==> config.mk <==
export PLATFORM = sky130hd
export DESIGN_NAME = muldiv_unit
export DESIGN_NICKNAME = d
export VERILOG_FILES = /design/src/rtl/muldiv_pkg.sv /design/src/rtl/muldiv_step.sv /design/src/rtl/muldiv_unit.sv
export SDC_FILE = /design/constraint.sdc
export NUM_CORES = 1
export LEC_CHECK = 0
export ABC_AREA = 1
export CAP_MARGIN = 5
export CORE_ASPECT_RATIO = 1.1
export CORE_MARGIN = 2
export CORE_UTILIZATION = 40
export DETAILED_ROUTE_END_ITERATION = 10
export SLEW_MARGIN = 20
export SYNTH_ARGS = -nofsm -noshare
export SYNTH_HDL_FRONTEND = slang
export SYNTH_SLANG_ARGS = --single-unit
==> constraint.sdc <==
create_clock -name clk -period 8.6 [get_ports clk]
set_input_delay 1.72 -clock clk [delete_from_list [all_inputs] [get_ports clk]]
set_output_delay 1.72 -clock clk [all_outputs]
set_load 0.05 [all_outputs]
==> src/rtl/muldiv_pkg.sv <==
// Shared encodings and constants for the iterative multiply/divide unit.
package muldiv_pkg;

  // Operation encodings as presented on the op input.
  localparam logic [1:0] OP_MULT  = 2'b00;
  localparam logic [1:0] OP_MULTU = 2'b01;
  localparam logic [1:0] OP_DIV   = 2'b10;
  localparam logic [1:0] OP_DIVU  = 2'b11;

  // Sequencer states.
  typedef enum logic [1:0] {
    ST_IDLE = 2'b00,
    ST_CALC = 2'b01,
    ST_FIX  = 2'b10
  } state_t;

  // LO value written by any divide whose divisor is zero.
  localparam logic [31:0] DIV0_LO = 32'hFFFF_FFFF;

endpackage

==> src/rtl/muldiv_step.sv <==
// One iteration of the multiply/divide datapath.
// Multiply: i_acc = {partial product, remaining multiplier bits}; one shift-add step.
// Divide:   i_acc = {partial remainder, remaining dividend bits}; one restoring step.
// For divide, o_acc[0] is left zero and the new quotient bit is returned on o_qbit.
module muldiv_step #(
  parameter int WIDTH = 32
) (
  input  logic                 i_is_div,
  input  logic [2*WIDTH-1:0]   i_acc,
  input  logic [WIDTH-1:0]     i_operand,
  output logic [2*WIDTH-1:0]   o_acc,
  output logic                 o_qbit
);

  logic [WIDTH:0]   w_sum;
  logic [WIDTH:0]   w_shift;
  logic             w_ge;
  logic [WIDTH-1:0] w_rem;

  // Compute both step variants and select by operation class.
  always_comb begin
    w_sum   = {1'b0, i_acc[2*WIDTH-1:WIDTH]};
    w_shift = {i_acc[2*WIDTH-1:WIDTH], i_acc[WIDTH-1]};
    w_ge    = (w_shift >= {1'b0, i_operand});
    w_rem   = w_shift[WIDTH-1:0];
    o_acc   = i_acc;
    o_qbit  = 1'b0;

    if (i_acc[0]) begin
      w_sum = {1'b0, i_acc[2*WIDTH-1:WIDTH]} + {1'b0, i_operand};
    end else begin
      w_sum = {1'b0, i_acc[2*WIDTH-1:WIDTH]};
    end

    // The true difference is below the divisor, so a WIDTH-bit subtract is exact.
    if (w_ge) begin
      w_rem = w_shift[WIDTH-1:0] - i_operand;
    end else begin
      w_rem = w_shift[WIDTH-1:0];
    end

    if (i_is_div) begin
      o_acc  = {w_rem, i_acc[WIDTH-2:0], 1'b0};
      o_qbit = w_ge;
    end else begin
      o_acc  = {w_sum, i_acc[WIDTH-1:1]};
      o_qbit = 1'b0;
    end
  end

endmodule

==> src/rtl/muldiv_unit.sv <==
// Iterative MULT/MULTU/DIV/DIVU unit owning the HI/LO registers.
// Works on operand magnitudes for ITER cycles, then applies signs and writes HI/LO.
module muldiv_unit
  import muldiv_pkg::*;
#(
  parameter int WIDTH = 32,
  parameter int ITER  = 32
) (
  input  logic             clk,
  input  logic             rst,
  input  logic             start,
  input  logic [1:0]       op,
  input  logic [WIDTH-1:0] a,
  input  logic [WIDTH-1:0] b,
  input  logic             mthi,
  input  logic             mtlo,
  input  logic [WIDTH-1:0] wdata,
  output logic [WIDTH-1:0] hi,
  output logic [WIDTH-1:0] lo,
  output logic             busy,
  output logic             done
);

  localparam int DW = 2 * WIDTH;
  localparam int CW = (ITER > 1) ? $clog2(ITER) : 1;

  state_t           r_state;
  logic [CW-1:0]    r_cnt;
  logic [DW-1:0]    r_acc;
  logic [WIDTH-1:0] r_opnd;
  logic             r_is_div;
  logic             r_neg_q;
  logic             r_neg_r;
  logic             r_div0;
  logic [WIDTH-1:0] r_hi;
  logic [WIDTH-1:0] r_lo;
  logic             r_done;

  logic             w_signed;
  logic             w_op_div;
  logic [WIDTH-1:0] w_a_mag;
  logic [WIDTH-1:0] w_b_mag;
  logic [DW-1:0]    w_acc_nxt;
  logic             w_qbit;
  logic [DW-1:0]    w_prod_fix;
  logic [WIDTH-1:0] w_quo_fix;
  logic [WIDTH-1:0] w_rem_fix;

  // Decode the incoming op and form operand magnitudes (raw for unsigned ops).
  always_comb begin
    w_signed = (op == OP_MULT) || (op == OP_DIV);
    w_op_div = (op == OP_DIV) || (op == OP_DIVU);
    if (w_signed && a[WIDTH-1]) begin
      w_a_mag = ~a + WIDTH'(1);
    end else begin
      w_a_mag = a;
    end
    if (w_signed && b[WIDTH-1]) begin
      w_b_mag = ~b + WIDTH'(1);
    end else begin
      w_b_mag = b;
    end
  end

  muldiv_step #(
    .WIDTH(WIDTH)
  ) u_step (
    .i_is_div  (r_is_div),
    .i_acc     (r_acc),
    .i_operand (r_opnd),
    .o_acc     (w_acc_nxt),
    .o_qbit    (w_qbit)
  );

  // Sign fix-up of the finished magnitude result.
  always_comb begin
    w_prod_fix = r_acc;
    w_quo_fix  = r_acc[WIDTH-1:0];
    w_rem_fix  = r_acc[DW-1:WIDTH];
    if (r_neg_q) begin
      w_prod_fix = ~r_acc + DW'(1);
      w_quo_fix  = ~r_acc[WIDTH-1:0] + WIDTH'(1);
    end else begin
      w_prod_fix = r_acc;
      w_quo_fix  = r_acc[WIDTH-1:0];
    end
    if (r_neg_r) begin
      w_rem_fix = ~r_acc[DW-1:WIDTH] + WIDTH'(1);
    end else begin
      w_rem_fix = r_acc[DW-1:WIDTH];
    end
  end

  // Sequencer, iteration counter, operand latches and HI/LO registers.
  always_ff @(posedge clk or posedge rst) begin
    if (rst) begin
      r_state  <= ST_IDLE;
      r_cnt    <= '0;
      r_acc    <= '0;
      r_opnd   <= '0;
      r_is_div <= 1'b0;
      r_neg_q  <= 1'b0;
      r_neg_r  <= 1'b0;
      r_div0   <= 1'b0;
      r_hi     <= '0;
      r_lo     <= '0;
      r_done   <= 1'b0;
    end else begin
      r_done <= 1'b0;
      case (r_state)
        ST_IDLE: begin
          if (start) begin
            // Multiplier sits in the low half; dividend sits in the low half.
            if (w_op_div) begin
              r_acc  <= {{WIDTH{1'b0}}, w_a_mag};
              r_opnd <= w_b_mag;
            end else begin
              r_acc  <= {{WIDTH{1'b0}}, w_b_mag};
              r_opnd <= w_a_mag;
            end
            r_is_div <= w_op_div;
            r_neg_q  <= w_signed && (a[WIDTH-1] ^ b[WIDTH-1]);
            r_neg_r  <= w_signed && a[WIDTH-1];
            r_div0   <= w_op_div && (b == '0);
            r_cnt    <= '0;
            r_state  <= ST_CALC;
          end else begin
            if (mthi) begin
              r_hi <= wdata;
            end
            if (mtlo) begin
              r_lo <= wdata;
            end
          end
        end
        ST_CALC: begin
          r_acc <= {w_acc_nxt[DW-1:1], w_acc_nxt[0] | w_qbit};
          r_cnt <= r_cnt + CW'(1);
          if (r_cnt == CW'(ITER - 1)) begin
            r_state <= ST_FIX;
          end
        end
        ST_FIX: begin
          if (r_is_div) begin
            r_hi <= w_rem_fix;
            if (r_div0) begin
              r_lo <= WIDTH'(DIV0_LO);
            end else begin
              r_lo <= w_quo_fix;
            end
          end else begin
            r_hi <= w_prod_fix[DW-1:WIDTH];
            r_lo <= w_prod_fix[WIDTH-1:0];
          end
          r_done  <= 1'b1;
          r_state <= ST_IDLE;
        end
        default: begin
          r_state <= ST_IDLE;
        end
      endcase
    end
  end

  assign hi   = r_hi;
  assign lo   = r_lo;
  assign busy = (r_state != ST_IDLE);
  assign done = r_done;

endmodule

==> results of run 1 <==
-- flip-flops by register name (all words and copies together) (netlist names) --
register,count
r_acc,64
hi,32
lo,32
r_opnd,32
r_cnt,5
r_state,2
done,1
r_div0,1
r_is_div,1
r_neg_q,1
r_neg_r,1
-- cells in the mapped netlist, drive strengths merged (20+ instances only) --
| cell | count | area [µm²] |
|---|---|---|
| buf | 35 | 188 |
| o21ai | 183 | 923 |
| nand2 | 1122 | 4290 |
| o211ai | 34 | 255 |
| dfrtp | 172 | 4300 |
| a21oi | 172 | 895 |
| clkbuf | 80 | 300 |
| nand3 | 370 | 1930 |
| inv | 465 | 1750 |
| ha | 70 | 876 |
| nor2 | 353 | 1420 |
| nand3b | 20 | 150 |
| nand4 | 42 | 263 |
| xor2 | 44 | 385 |
-- worst max-delay path: cells and delay by family --
family	cells	cell delay [ns]
xor gates and xnor gates	1	0.26
and+or+nand+nor	3	0.57
AOI/OAI and AO/OA	2	0.48
buffers and inverters	3	1.57
-- power by group --
| part | internal (W) | switching (W) |
|---|---|---|
| registers | 0.00121 | 0.000748 |
| clock network | 0.000418 | 0.000417 |
| logic | 0.00232 | 0.00495 |
| total | 0.00395 | 0.00612 |
-- through the flow --
step	cell area [µm²]	utilization	total power [W]	hold slack, ns
detailed placement	21100	0.450	0.00906	0.470
global route	21700	0.463	0.0109	0.507
floorplan	19000	-	0.00669	0.447
CTS	21700	0.463	0.00991	0.487
global placement	21100	0.450	0.00899	0.470
finish	21700	0.464	0.0101	0.486
-- layout make-up --
type                       count  area (µm²)  share of cell area
multi-input combinational   2548       12400               0.574
sequential                   172        4310               0.199
timing repair buffer         185        1810              0.0835
inverter                     466        1760              0.0811
tap                          595         744              0.0344
clock buffer                  18         429              0.0198
clock inverter                14         178             0.00820
antenna                        2        5.00            0.000231
-- logic make-up after synthesis --
group / Yosys count
and+or+nand+nor: 1943
buffers and inverters: 581
AOI/OAI and AO/OA: 470
DFF: 172
adders and majority gates: 72
xor gates and xnor gates: 63
-- per-layer routing --
| metal | track usage | vias to the layer above |
|---|---|---|
| met5 | 0 | - |
| met4 | 0.181 | 0 |
| met3 | 0.0498 | 179 |
| met2 | 0.574 | 1102 |
| met1 | 0.474 | 10300 |
| li1 | - | 10700 |
-- final timing paths --
check | endpoint | slack [ns] | from
worst min register to register | lo[0] | 0.49 | lo[0]
max in group asynchronous | r_is_div | 5.62 | rst
worst min-delay path | lo[0] | 0.49 | lo[0]
worst max-delay path | r_acc[11] | 4.31 | op[0]
min in group asynchronous | r_acc[57] | 1.60 | rst
worst max register to register | r_acc[34] | 4.95 | r_opnd[28]
==> results.md, run 1 <==
- Die H: 232 µm
- Reg2reg path depth: 13
- Drt drc: 0
- Most frequent CP cell: nand2_1
- Element type at the critical path start: primary input
- Overall routing resource usage: 0.359
- Most common cell after layout, fill and taps aside: nand2_1
- Critical path data required time: between 8 and 9 ns
- Initial core utilization: 0.406
- Final setup viols: 0
- Post-synthesis xor/xnor area fraction: 0.0291
- Period minus WS final: 4.29 ns
- Pin count of the biggest net entering global routing: 73
- WL per Instance: ~22 µm
- Outcome: complete, no violations
- Setup_tns: 0 ns
- Dpl ws: approximately 3.9 ns
- Row cnt: 83
- Peak supply drop: around 0.26 mV
- Yosys reg bits: approximately 170
- Mux cell area share after synthesis: 0
- Period utilization: 0.499
- Crit Path Category: in2reg
- GPL Wtd Cong: between 1 and 1.5
- Vias: about 22000
- Main synth FF type: dfrtp_1
- Via density: approximately 5.6
- Clk Latency, worst-skew pair: between 0.4 and 0.5 ns
- Largest family of logic cells by synthesized area: simple AND/OR/NAND/NOR gates
- Crit-path max FO: 34
- Compound-cell area share of the yosys netlist: 0.142
- PortBufs: 168
- Bufs on Longest Clock Path: 2
- Setup Buffers After CTS: 0
- Global-route wire length before repair: about 130000 µm
- Cts bufs inserted: 17
- Max stage delay cell, worst path: clkinv_1
- Metal1 wirelength: 37700 µm
- Critical Path Max Stage Delay: 0.95 ns
- Post-cts hold buffer count: 0
- Cell variety after synth: 57
- Vias in the first global route: about 20000
- Arr. time, crit path: about 4.6 ns
- Hold depth: 2
- EDFF count, synth: 0
- Crit end category: flip-flop
- Synth Instances: around 3300
- Synthesized-area fraction occupied by adder cells: 0.0483
- # IOs: roughly 170
- H-tree depth: 4
- Root Buffer: clkbuf_16
- Fin Clk Skew: 0.0178 ns
- Reg clk slew, reported paths: roughly 0.070 ns
- Top sig layer: met4
- RSZ-0062 raised after global routing: false
- Slew @ Worst Pin: 1.11 ns
- TritonRoute pass-1 iters: 6
- Most frequent cells in the layout: nand2_1 (1094), inv_1 (441), nand3_1 (356)
- Fillers: between 5000 and 6000
- Synthesized area per cell: 5.74 µm²
- CTS tree: done
- Final WS setup: approximately 4.3 ns
- Die Width: approximately 210 µm
- FFs w/ async S/R, synth: 1.00
- Non-filler cells, final: 4000
- P_leak: between 10 and 15 nW
- Gr ovfl total: 0
- Total met3 wirelength after detailed routing: between 6000 and 7000 µm
- Layout Nets: 3565
- Crit-path cells: clkdlybuf4s50_1, inv_1, nand2_1, clkinv_1, o21ai_0, xor2_1, nand2_1, nand3_1, a22oi_1
- Cell Area, Synth: approximately 0.019 mm²
- Simple-Gate Fraction of Synth Area: 0.436
- DRT iter0 DRCs: approximately 2300
- Synth warn: 0
- Achievable Freq: between 0.2 and 0.25 GHz
- Die area: roughly 0.05 mm²
- Placed Instances: 3966
- Syn nets: 3476
- Fin. max-slew vios: 0
- Post-detail-place hpwl: between 70000 and 80000 µm
- Routed wire length: roughly 89000 µm
- Cell area power density: approximately 460 mW/mm²
- Share of post-route cells with drive strength above 1: 0.0447
- Initial antenna violation count: 0
- Post_cts resized: 0
- Endpoints failing hold: 0
- Antenna-violating nets left: 0
- Relative slew slack: 0.260
- # Max-Cap Violations: 0
- Clock tree sinks: roughly 170
- Routed length on met2: about 40000 µm
- Core ar.: 0.0467 mm²
- P&R area growth vs syn: 14.3%
- Hold/Removal Path Class: reg2reg
- Sequential element share of the synthesized area: 0.227
Note: power is estimated with default switching activity, not from simulation.
==> run 2, diff against run 1 <==
==> constraint.sdc (replaced) <==
create_clock -name clk -period 3.7 [get_ports clk]
set_input_delay 0.74 -clock clk [delete_from_list [all_inputs] [get_ports clk]]
set_output_delay 0.74 -clock clk [all_outputs]
set_load 0.05 [all_outputs]
==> results.md, run 2 (synthesis results as in run 1) <==
- Clk Latency, worst-skew pair: 0.49 ns (about the same)
- Vias: 22600 (+1.1%)
- Vias in the first global route: 20900 (+1.5%)
- Most common cell after layout, fill and taps aside: nand2_1
- Element type at the critical path start: primary input
- WL per Instance: 22.2 µm (-0.33%)
- Period minus WS final: approximately 3.1 ns
- Clock tree sinks: 172 (unchanged)
- Slew @ Worst Pin: 1.07 ns (-0.0392 ns)
- Top sig layer: met5
- Routed wire length: 89700 µm (+0.44%)
- Clock power share: 0.085 (+0.002)
- H-tree depth: 4 (unchanged)
- Hold/Removal Path Class: reg2reg
- Antenna-violating nets left: 0 (unchanged)
- Row cnt: 83 (unchanged)
- Multi-input logic area: 0.0124 mm² (unchanged)
- PortBufs: 168 (unchanged)
- Crit-path cells: clkdlybuf4s50_1, nor2_1, nand2_1, nor2_1, nand3_1, nor3_1, o21ai_0, nand2_1, nand3_1, a21boi_0
- Fin. max-slew vios: 0 (unchanged)
- Fillers: 5121 (-0.37%)
- Final instance area: 0.0220 mm² (+1.5%)
- P&R area growth vs syn: 16.0%
- Setup_tns: 0 ns (unchanged)
- Crit end category: flip-flop
- N_diodes: 0 (-2)
- Endpoints failing hold: 0 (unchanged)
- Register area: 0.00431 mm² (unchanged)
- TritonRoute pass-1 iters: 5 (-1)
- Largest register FFs: 64 (unchanged)
- RSZ-0062 raised after global routing: false
- # IOs: 169 (unchanged)
- # Max-Cap Violations: 0 (unchanged)
- Cell area power density: 1090 mW/mm² (+130%)
- Global-route wire length before repair: 131000 µm (+0.60%)
- Dpl ws: 0.230 ns (-3.64 ns)
- Switching power: 0.0144 W (+140%)
- Critical Path Max Stage Delay: 0.54 ns (-0.41 ns)
- Via density: 5.61 (+0.27%)
- Achievable Freq: 0.326 GHz
- Pin count of the biggest net entering global routing: 122 (+67%)
- GPL Wtd Cong: 0.996 (-2.7%)
- DRT iter0 DRCs: 2409 (+2.8%)
- Initial antenna violation count: 1 (+1)
- Setup Buffers After CTS: 0 (unchanged)
- Post-detail-place hpwl: 72800 µm (+0.64%)
- Total met3 wirelength after detailed routing: 7160 µm (+5.3%)
- Cell Int Power: 0.00944 W (+140%)
- Core ar.: 0.0467 mm² (unchanged)
- Share of post-route cells with drive strength above 1: 0.0541 (+0.00947)
- Critical path data required time: 4.07 ns (-4.85 ns)
- Reg clk slew, reported paths: 0.08 ns (about the same)
- Die H: 232 µm (unchanged)
- DP Area: 0.0213 mm² (+1.4%)
- Final WS setup: 0.632 ns (-3.68 ns)
- Final hold slack: 0.497 ns (+0.0112 ns)
- Metal1 wirelength: 37100 µm (-1.6%)
- Post_cts resized: 0 (unchanged)
- Routed length on met2: 40200 µm (+1.3%)
- Comb pwr share: 0.747 (+0.025)
- Layout Nets: 3598 (+0.93%)
- Largest Register: r_acc
- Fin Clk Skew: 0.0124 ns (-0.00539 ns)
- Root Buffer: clkbuf_16
- Relative slew slack: 0.288 (+0.0281)
- Crit Path Category: in2reg
- Final setup viols: 0 (unchanged)
- Gr ovfl total: 0 (unchanged)
- Max stage delay cell, worst path: clkdlybuf4s50_1
- Most frequent cells in the layout: nand2_1 (1094), inv_1 (441), nand3_1 (356)
- Overall routing resource usage: 0.362 (+0.00229)
- Die Width: 212 µm (unchanged)
- Cts bufs inserted: 17 (unchanged)
- Die area: 0.0492 mm² (unchanged)
- Bufs on Longest Clock Path: 2 (unchanged)
- Flop pwr share: 0.168 (-0.027)
- Crit-path max FO: 6 (-82%)
- Post-cts hold buffer count: 0 (unchanged)
- P_leak: 11.0 nW (+1.7%)
- Peak supply drop: 0.672 mV (+160%)
- Period utilization: 0.829
- Outcome: complete, no violations
- Initial core utilization: 0.406 (unchanged)
- Sw Ratio: 0.605 (-0.00285)
- Drt drc: 0 (unchanged)
- Arr. time, crit path: 3.44 ns (-1.17 ns)
- CTS tree: done
- Post-layout util: 0.471 (+0.00699)
==> run 2: changes by cell type in the layout (fill, tap and decap cells not counted), sizes merged <==
cell,change
clkinvlp,+1
diode,-2
inv,-1
buf,+33
clkinv,+1
clkbuf,-1
==> run 2: area by class of cell <==
type	instances	area share
Multi-Input combinational cell	2548	0.565
Sequential cell	172	0.196
Timing Repair Buffer	218	0.0958
Inverter	466	0.0798
Tap cell	595	0.0339
Clock buffer	17	0.0193
Clock inverter	15	0.00984
==> run 2: power groups by stage <==
stage	sequential, W	combinational [W]	clock [W]
global placement	0.00397	0.0173	0
detailed placement	0.00398	0.0174	0
finish	0.00401	0.0178	0.00204
floorplan	0.00472	0.0108	0
global route	0.00407	0.0195	0.00212
CTS	0.00394	0.0175	0.00206
==> run 2: metrics by stage <==
step / power (W) / instances
after floorplan: 0.0155 / 3301
after global placement: 0.0213 / 3999
after detailed placement: 0.0214 / 3999
after CTS: 0.0235 / 4031
after global routing: 0.0257 / 4031
final: 0.0239 / 4031
==> run 2: critical path, delay by kind of cell <==
family          cells  cell delay, ns
compound gates      2            0.63
buf+inv             1            0.54
simple gates        7            1.53
==> run 2: layer usage <==
layer / vias up / global-route usage
met5: - / 0
met3: 178 / 0.0571
met4: 2 / 0.196
met2: 1088 / 0.580
li1: 10800 / -
met1: 10500 / 0.466
==> run 2: final timing paths <==
kind | start | end | slack [ns] | cells past startpoint
max in group asynchronous | rst | r_acc[49] | 2.39 | 3
worst max register to register | r_acc[32] | r_acc[49] | 0.77 | 12
worst min register to register | lo[2] | lo[2] | 0.50 | 2
worst min-delay path | lo[2] | lo[2] | 0.50 | 2
worst max-delay path | a[6] | r_acc[31] | 0.63 | 10
min in group asynchronous | rst | r_state[1] | 0.53 | 2
==> run 3, diff against run 2 <==
==> constraint.sdc (replaced) <==
create_clock -name clk -period 3.1 [get_ports clk]
set_input_delay 0.62 -clock clk [delete_from_list [all_inputs] [get_ports clk]]
set_output_delay 0.62 -clock clk [all_outputs]
set_load 0.05 [all_outputs]
==> results.md, run 3 (synthesis results as in run 1) <==
- Outcome: complete, no violations
- CP startpoint: r_acc[32]
- Crit-path max FO: 5 (-1)
- Die Width: 212 µm (unchanged)
- Arr. time, crit path: 3.37 ns (-0.07 ns)
- Bufs on Longest Clock Path: 2 (unchanged)
- Largest Register: r_acc
- Most frequent cells in the layout: nand2_1 (1094), inv_1 (441), nand3_1 (356)
- Die area: 0.0492 mm² (unchanged)
- Multi-input logic area: 0.0124 mm² (about the same)
- Final setup viols: 0 (unchanged)
- RSZ-0062 raised after global routing: false
- TritonRoute pass-1 iters: 6 (+1)
- Fin Clk Skew: 0.0209 ns (+0.00847 ns)
- CTS tree: done
- Worst r2r src: r_acc[32]
- Final total power: 0.0292 W (+22%)
- Fin. max-slew vios: 0 (unchanged)
- Achievable Freq: approximately 0.34 GHz
- Clk Latency, worst-skew pair: 0.51 ns (+0.02 ns)
- Endpoints failing hold: 0 (unchanged)
- Hold depth: 2 (unchanged)
- P&R area growth vs syn: 18.0%
- Register area: 0.00431 mm² (unchanged)
- Reg clk slew, reported paths: 0.08 ns (about the same)
- Vias in the first global route: 21200 (+1.9%)
- Setup_tns: 0 ns (unchanged)
- P_leak: 11.2 nW (+2.3%)
- Routed wire length: 90700 µm (+1.2%)
- Die H: 232 µm (unchanged)
- Hold/Removal Path Class: reg2reg
- WL per Instance: 22.2 µm (about the same)
- Cts bufs inserted: 17 (unchanged)
- Most common cell after layout, fill and taps aside: nand2_1
- Relative slew slack: 0.436 (+0.148)
- Share of post-route cells with drive strength above 1: 0.0675 (+0.0133)
- PortBufs: 168 (unchanged)
- Critical path data required time: 3.55 ns (-0.52 ns)
- Layout Nets: 3646 (+1.3%)
- Post-layout util: 0.479 (+0.00814)
- N_diodes: 0 (unchanged)
- Drt drc: 0 (unchanged)
- # Max-Cap Violations: 0 (unchanged)
- Largest register FFs: 64 (unchanged)
- Post-detail-place hpwl: 75000 µm (+3.1%)
- Post_cts resized: 0 (unchanged)
- Antenna-violating nets left: 0 (unchanged)
- Vias: 23000 (+1.8%)
- Setup Buffers After CTS: 0 (unchanged)
- Cell area power density: 1300 mW/mm² (+20%)
- Root Buffer: clkbuf_16
- # IOs: 169 (unchanged)
- Initial antenna violation count: 0 (-1)
- Global-route wire length before repair: 133000 µm (+1.6%)
- Fillers: 5119 (-0.039%)
- Row cnt: 83 (unchanged)
- Period utilization: 0.940
- Slew @ Worst Pin: 0.843 ns (-0.223 ns)
- Peak supply drop: 0.694 mV (+3.3%)
- Crit Path Category: reg2reg
- H-tree depth: 4 (unchanged)
- Initial core utilization: 0.406 (unchanged)
- Crit end category: flip-flop
- Via density: 5.64 (+0.62%)
- Overall routing resource usage: 0.367 (+0.00570)
- Element type at the critical path start: flip-flop
- Clock tree sinks: 172 (unchanged)
- GPL Wtd Cong: 1.07 (+6.9%)
- Gr ovfl total: 0 (unchanged)
- DRT iter0 DRCs: 2819 (+17%)
- Pin count of the biggest net entering global routing: 91 (-25%)
- Period minus WS final: 2.92 ns
- Core ar.: 0.0467 mm² (unchanged)
- HP Start: lo[5]
- Reg2reg path depth: 15 (+3)
- Post-cts hold buffer count: 0 (unchanged)
[run 3: changes by cell type in the layout (fill, tap and decap cells not counted), sizes merged]
cell,change
clkinvlp,-1
bufinv,+1
inv,+1
buf,+48
clkinv,-1
[run 3: through the flow]
step | cell area, µm² | hold WS (ns) | setup slack [ns] | instances
2_1_floorplan | 19000 | 0.447 | 0.283 | 3301
3_3_place_gp | 21700 | 0.465 | 0.00638 | 4047
3_5_place_dp | 21700 | 0.468 | 0.0254 | 4047
4_1_cts | 22400 | 0.490 | 0.0989 | 4079
5_1_grt | 22400 | 0.524 | 0.0126 | 4079
6_report | 22400 | 0.494 | 0.184 | 4079
[run 3: layout make-up]
class | count | share of cell area
multi-input combinational | 2548 | 0.556
sequential | 172 | 0.193
clock inverter | 15 | 0.00984
tap | 595 | 0.0333
inverter | 466 | 0.0785
timing repair buffer | 266 | 0.111
clock buffer | 17 | 0.0190
[run 3: path summary, 6_finish.rpt]
path	end	slack (ns)
max reg2reg	r_acc[59]	0.18
max	r_acc[59]	0.18
max in group asynchronous	r_acc[48]	1.98
min	lo[5]	0.49
min reg2reg	lo[5]	0.49
min in group asynchronous	lo[8]	0.59
[run 3: critical path, stage by stage, from the launching register on]
cell     delay [ns]
dfrtp_1        0.51
ha_1           0.32
inv_1          0.08
fa_1           0.39
inv_1          0.13
nand2_1        0.09
nand2_1        0.08
and2_1         0.21
nand2_1        0.07
nand3_1        0.18
nand2_1        0.10
nand3_1        0.09
nand3_1        0.09
a21oi_2        0.35
nand2_1        0.08
nand2_1        0.07
[run 3: routing by layer]
layer | vias to the layer above | GRT usage | share of wire
met5 | - | 0 | 0
li1 | 10900 | - | -
met4 | 0 | 0.173 | 0.050
met2 | 1238 | 0.591 | 0.45
met3 | 183 | 0.0613 | 0.084
met1 | 10700 | 0.479 | 0.41
[run 3: power by group]
group | internal [W] | leakage [nW] | switching [W] | total, W
Clock | 0.00125 | 0.315 | 0.00123 | 0.00248
Sequential | 0.00339 | 2.07 | 0.00115 | 0.00454
Combinational | 0.00709 | 8.82 | 0.0151 | 0.0222
